## src/rtl/alu_pkg.sv

```systemverilog
// Shared constants and FSM state type for the ALU control stage.
package alu_pkg;

    localparam int DATA_W  = 8;
    localparam int OP_W    = 4;
    localparam int NUM_OPS = 4;

    localparam logic [OP_W-1:0] OP_ADD = 4'd0;
    localparam logic [OP_W-1:0] OP_AND = 4'd1;
    localparam logic [OP_W-1:0] OP_OR  = 4'd2;
    localparam logic [OP_W-1:0] OP_XOR = 4'd3;

    // Collect A, collect B, collect opcode, capture result, offer result.
    typedef enum logic [2:0] {
        S_A,
        S_B,
        S_OP,
        S_EXEC,
        S_OUT
    } state_t;

endpackage

```

## src/rtl/alu_op_sequencer.sv

```systemverilog
// Three-beat operand collector in front of alu_8bit, with a registered
// result port carrying zero and illegal-opcode flags.
module alu_op_sequencer #(
    parameter int DATA_W  = alu_pkg::DATA_W,
    parameter int OP_W    = alu_pkg::OP_W,
    parameter int NUM_OPS = alu_pkg::NUM_OPS
) (
    input  logic              clk,
    input  logic              rst,
    input  logic              abort,
    input  logic [DATA_W-1:0] in_data,
    input  logic              in_valid,
    output logic              in_ready,
    output logic [DATA_W-1:0] alu_a,
    output logic [DATA_W-1:0] alu_b,
    output logic [OP_W-1:0]   alu_opcode,
    input  logic [DATA_W-1:0] alu_result,
    output logic [DATA_W-1:0] out_data,
    output logic              out_zero,
    output logic              out_err,
    output logic              out_valid,
    input  logic              out_ready
);

    import alu_pkg::*;

    state_t state;

    // Handshake flags are pure decodes of the state register, so they are
    // glitch-free and in_ready is already high while rst is held.
    assign in_ready  = (state == S_A) || (state == S_B) || (state == S_OP);
    assign out_valid = (state == S_OUT);

    // Sequencer and datapath registers; abort only rewinds the state and
    // deliberately leaves operands and the last result untouched.
    always_ff @(posedge clk or posedge rst) begin
        if (rst) begin
            state      <= S_A;
            alu_a      <= '0;
            alu_b      <= '0;
            alu_opcode <= '0;
            out_data   <= '0;
            out_zero   <= 1'b0;
            out_err    <= 1'b0;
        end else if (abort) begin
            state <= S_A;
        end else begin
            case (state)
                S_A: begin
                    if (in_valid) begin
                        alu_a <= in_data;
                        state <= S_B;
                    end
                end
                S_B: begin
                    if (in_valid) begin
                        alu_b <= in_data;
                        state <= S_OP;
                    end
                end
                S_OP: begin
                    if (in_valid) begin
                        alu_opcode <= in_data[OP_W-1:0];
                        state      <= S_EXEC;
                    end
                end
                S_EXEC: begin
                    out_data <= alu_result;
                    out_zero <= (alu_result == '0);
                    out_err  <= (32'(alu_opcode) >= 32'(NUM_OPS));
                    state    <= S_OUT;
                end
                S_OUT: begin
                    if (out_ready) begin
                        state <= S_A;
                    end
                end
                default: begin
                    state <= S_A;
                end
            endcase
        end
    end

endmodule

```

## config.mk

```make
export PLATFORM = sky130hd
export DESIGN_NAME = alu_op_sequencer
export DESIGN_NICKNAME = d
export VERILOG_FILES = /design/src/rtl/alu_pkg.sv /design/src/rtl/alu_op_sequencer.sv
export SDC_FILE = /design/constraint.sdc
export NUM_CORES = 1
export LEC_CHECK = 0
export CORE_MARGIN = 8
export CORE_UTILIZATION = 46
export CTS_CLUSTER_SIZE = 30
export DETAILED_ROUTE_END_ITERATION = 7
export PLACE_DENSITY = 0.89
export SLEW_MARGIN = 15
export SYNTH_ARGS = -nofsm -noshare
export SYNTH_HDL_FRONTEND = slang
export SYNTH_SLANG_ARGS = --single-unit
```

## constraint.sdc

```tcl
create_clock -name clk -period 2.5 [get_ports clk]
set_input_delay 0.625 -clock clk [delete_from_list [all_inputs] [get_ports clk]]
set_output_delay 0.625 -clock clk [all_outputs]
set_load 0.05 [all_outputs]
```

==> qor.yml <==
drv_slew: 0
cts_setup_buffers: 0
finalCriticalPeriod_ns: 2.16
path_cells: "clkdlybuf4s50_1"
seqPwrFrac: 0.368
routed_wl_mm: 3.11
power.density_nw_per_um2: 1020
syn_to_final_growth_pct: 47.4
synth_xor_area_frac: 0
synth_top_family_by_area: "multiplexers"
reg2reg_from: "state[1]$_DFFE_PP0P_"
grt_overflow_total: 0
hold_class: "register to register"
async_flop_share: 1.00
drt_first_pass_iters: 2
layoutNonFillerInstCount: 178
setup.worst_path.end_class: "output port"
drc_errors: 0
grt_max_degree: 34
power_frac_clock: 0.168
synth_area_um2: 1340
rsz0062_at_grt: "false"
n_antenna_cell: 0
start_kind: "register"
yosys.area_share.simple: 0.104
synth_edf_count: 0
grt_pass1_wl_mm: 5.30
clockBufferDepth: 2
synth_top_area_cell: "dfrtp_1"
cp.required_ns: 1.88
synth_top_area_share: 0.618
drt-vias-per-instance: 5.15
synth_most_common_cell: "dfrtp_1"
core_um2: 2760
avgSynthCellArea_um2: 15.5
fin_nets: 167
first_global_vias: 1033
endpoint: "alu_opcode[3]"
syn_nets: 107
synthTopCellsByCount: "dfrtp_1, mux2_2, nor2_1"
clock-sinks: 33
antenna_found_initial: 0
slew_headroom: 0.647
period_share: 0.862
cts_buffers: 5
die_x_um: 69.9
htree_levels: 2
row_count: 19
crit_cells: 1
syn_inst: 86
max_stage_delay_ns: 0.82
final-setup-viol-count: 0
outcome: "completed"
arrival_ns: 1.53
maxCapViolCount: 0
dpl.cell_count: 170
critPathLaunch: "alu_opcode[3]$_DFFE_PP0P_"
cts_tree: "done"
worst_r2r_endpoint: "alu_b[2]$_DFFE_PP0P_"
ys_ff_latch: 33
yosys_warnings: 0
intPower_w: 0.00116
port_buffers: 52
synthDistinctLibCells: 20
fmax_ghz: 0.464
cp_slowest_cell: "clkdlybuf4s50_1"
wl_per_cell_um: 17.5
drt_iter0_markers: 42
start_util: 0.485
yosysSeqAreaShare: 0.618
dieArea_um2: 4890
clk_latency_ns: 0.33
finalHoldViolCount: 0
drtAntennaViolNets: 0
vias: 917
crit_type: "register to output port"
p_leak_nw: 0.844
swShare: 0.419
synth_ff_type: "dfrtp_1"
cts.clk_slew.worst_paths_ns: 0.09
skew_ns: 0.00772
root_buffer: "clkbuf_4"
synthAdderAreaFrac: 0
drive_gt1_frac: 0.299
synthMuxAreaShare: 0.236
fin_tns_setup_ns: 0
crit_buf_inv: 1
die_h_um: 69.9
r2r_cells: 3
r2r_setup_slack_ns: 0.92
synth_compound_area_frac: 0.0281
cp_max_fo: 3
synth_area_leaders: "dfrtp_1, mux2_2, nor4_4, and4bb_4, nor3_4"
vdd_drop_max_mv: 0.739
tightest_slew_ns: 0.528
net-switching-power_w: 0.000839
gp_congestion: 0.731
hpwl_mm: 2.44
pin_count: 53
crit_family: "buffers and inverters"
grt_use_total: 0.136
combinationalPowerShare: 0.463
==> sequential cells by signal (all words and copies together), names as in the netlist <==
signal / count
out_zero: 1
alu_a: 8
alu_b: 8
out_err: 1
out_data: 8
state: 3
alu_opcode: 4
==> per-layer routing <==
| metal | track usage | vias up | routed length (um) |
|---|---|---|---|
| met5 | 0 | - | 0 |
| met4 | 0.0692 | 0 | 68 |
| met3 | 0.0508 | 4 | 161 |
| met2 | 0.225 | 24 | 1610 |
| met1 | 0.148 | 459 | 1280 |
| li1 | - | 430 | - |
==> area by class of cell <==
| class | instances | area (um^2) |
|---|---|---|
| Clock inverter | 1 | 5.00 |
| Timing Repair Buffer | 54 | 536 |
| Clock buffer | 7 | 65.1 |
| Fill cell | 215 | 788 |
| Tap cell | 31 | 38.8 |
| Inverter | 2 | 7.51 |
| Sequential cell | 33 | 826 |
| Multi-Input combinational cell | 50 | 492 |
==> layout by cell type (no fill, tap or decap), types with 2 or more instances in the layout <==
master           Yosys  layout
a21boi_0             2       2
a21oi_1              2       2
buf_4                0       3
clkbuf_4             0       5
clkbuf_8             0       2
clkdlybuf4s50_1      0      50
dfrtp_1             33      33
inv_1                2       2
mux2_2              28      28
nor2_1               4       4
nor4_1               2       2
==> power groups by stage <==
stage,clock [W],sequential [W],combinational (W)
floorplan,0,0.00119,0.000142
global placement,0,0.000740,0.000925
detailed placement,0,0.000750,0.000938
CTS,0.000344,0.000739,0.000940
global route,0.000367,0.000758,0.000964
finish,0.000337,0.000738,0.000928
==> what timing repair did <==
action | in CTS | in global routing
hold buffers | 0 | 0
resized for setup | 0 | 1
hold endpoints to repair | 0 | 0
endpoints found under the setup margin | 0 | 1
==> logic make-up after synthesis <==
kind of cell,count (synthesis)
AND/OR/NAND/NOR,16
multiplexers,28
flip-flops,33
buffers and inverters,3
AO/OA/AOI/OAI,6
==> metrics by stage <==
stage | utilization | total power (W) | cell area [um^2] | worst slack (ns) | hold slack [ns]
after CTS | 0.713 | 0.00202 | 1970 | 0.0549 | 0.518
after floorplan | - | 0.00133 | 1340 | 0.170 | 0.621
after global placement | 0.688 | 0.00167 | 1900 | 0.312 | 0.487
final | 0.714 | 0.00200 | 1970 | 0.345 | 0.512
after global routing | 0.714 | 0.00209 | 1970 | 0.274 | 0.528
after detailed placement | 0.688 | 0.00169 | 1900 | 0.260 | 0.494
==> worst min-delay path by stage <==
stage	startpoint	to	slack [ns]	cells after the start
after detailed placement	alu_opcode[1]$_DFFE_PP0P_	alu_opcode[1]$_DFFE_PP0P_	0.49	1
after CTS	out_data[0]$_DFFE_PP0P_	out_data[0]$_DFFE_PP0P_	0.52	1
final	out_data[0]$_DFFE_PP0P_	out_data[0]$_DFFE_PP0P_	0.51	1
after global placement	alu_opcode[1]$_DFFE_PP0P_	alu_opcode[1]$_DFFE_PP0P_	0.49	1
after floorplan	state[0]$_DFFE_PP0P_	state[1]$_DFFE_PP0P_	0.62	2
after global routing	out_data[0]$_DFFE_PP0P_	out_data[0]$_DFFE_PP0P_	0.53	1
No activity file was read; power rests on OpenSTA's default activity.
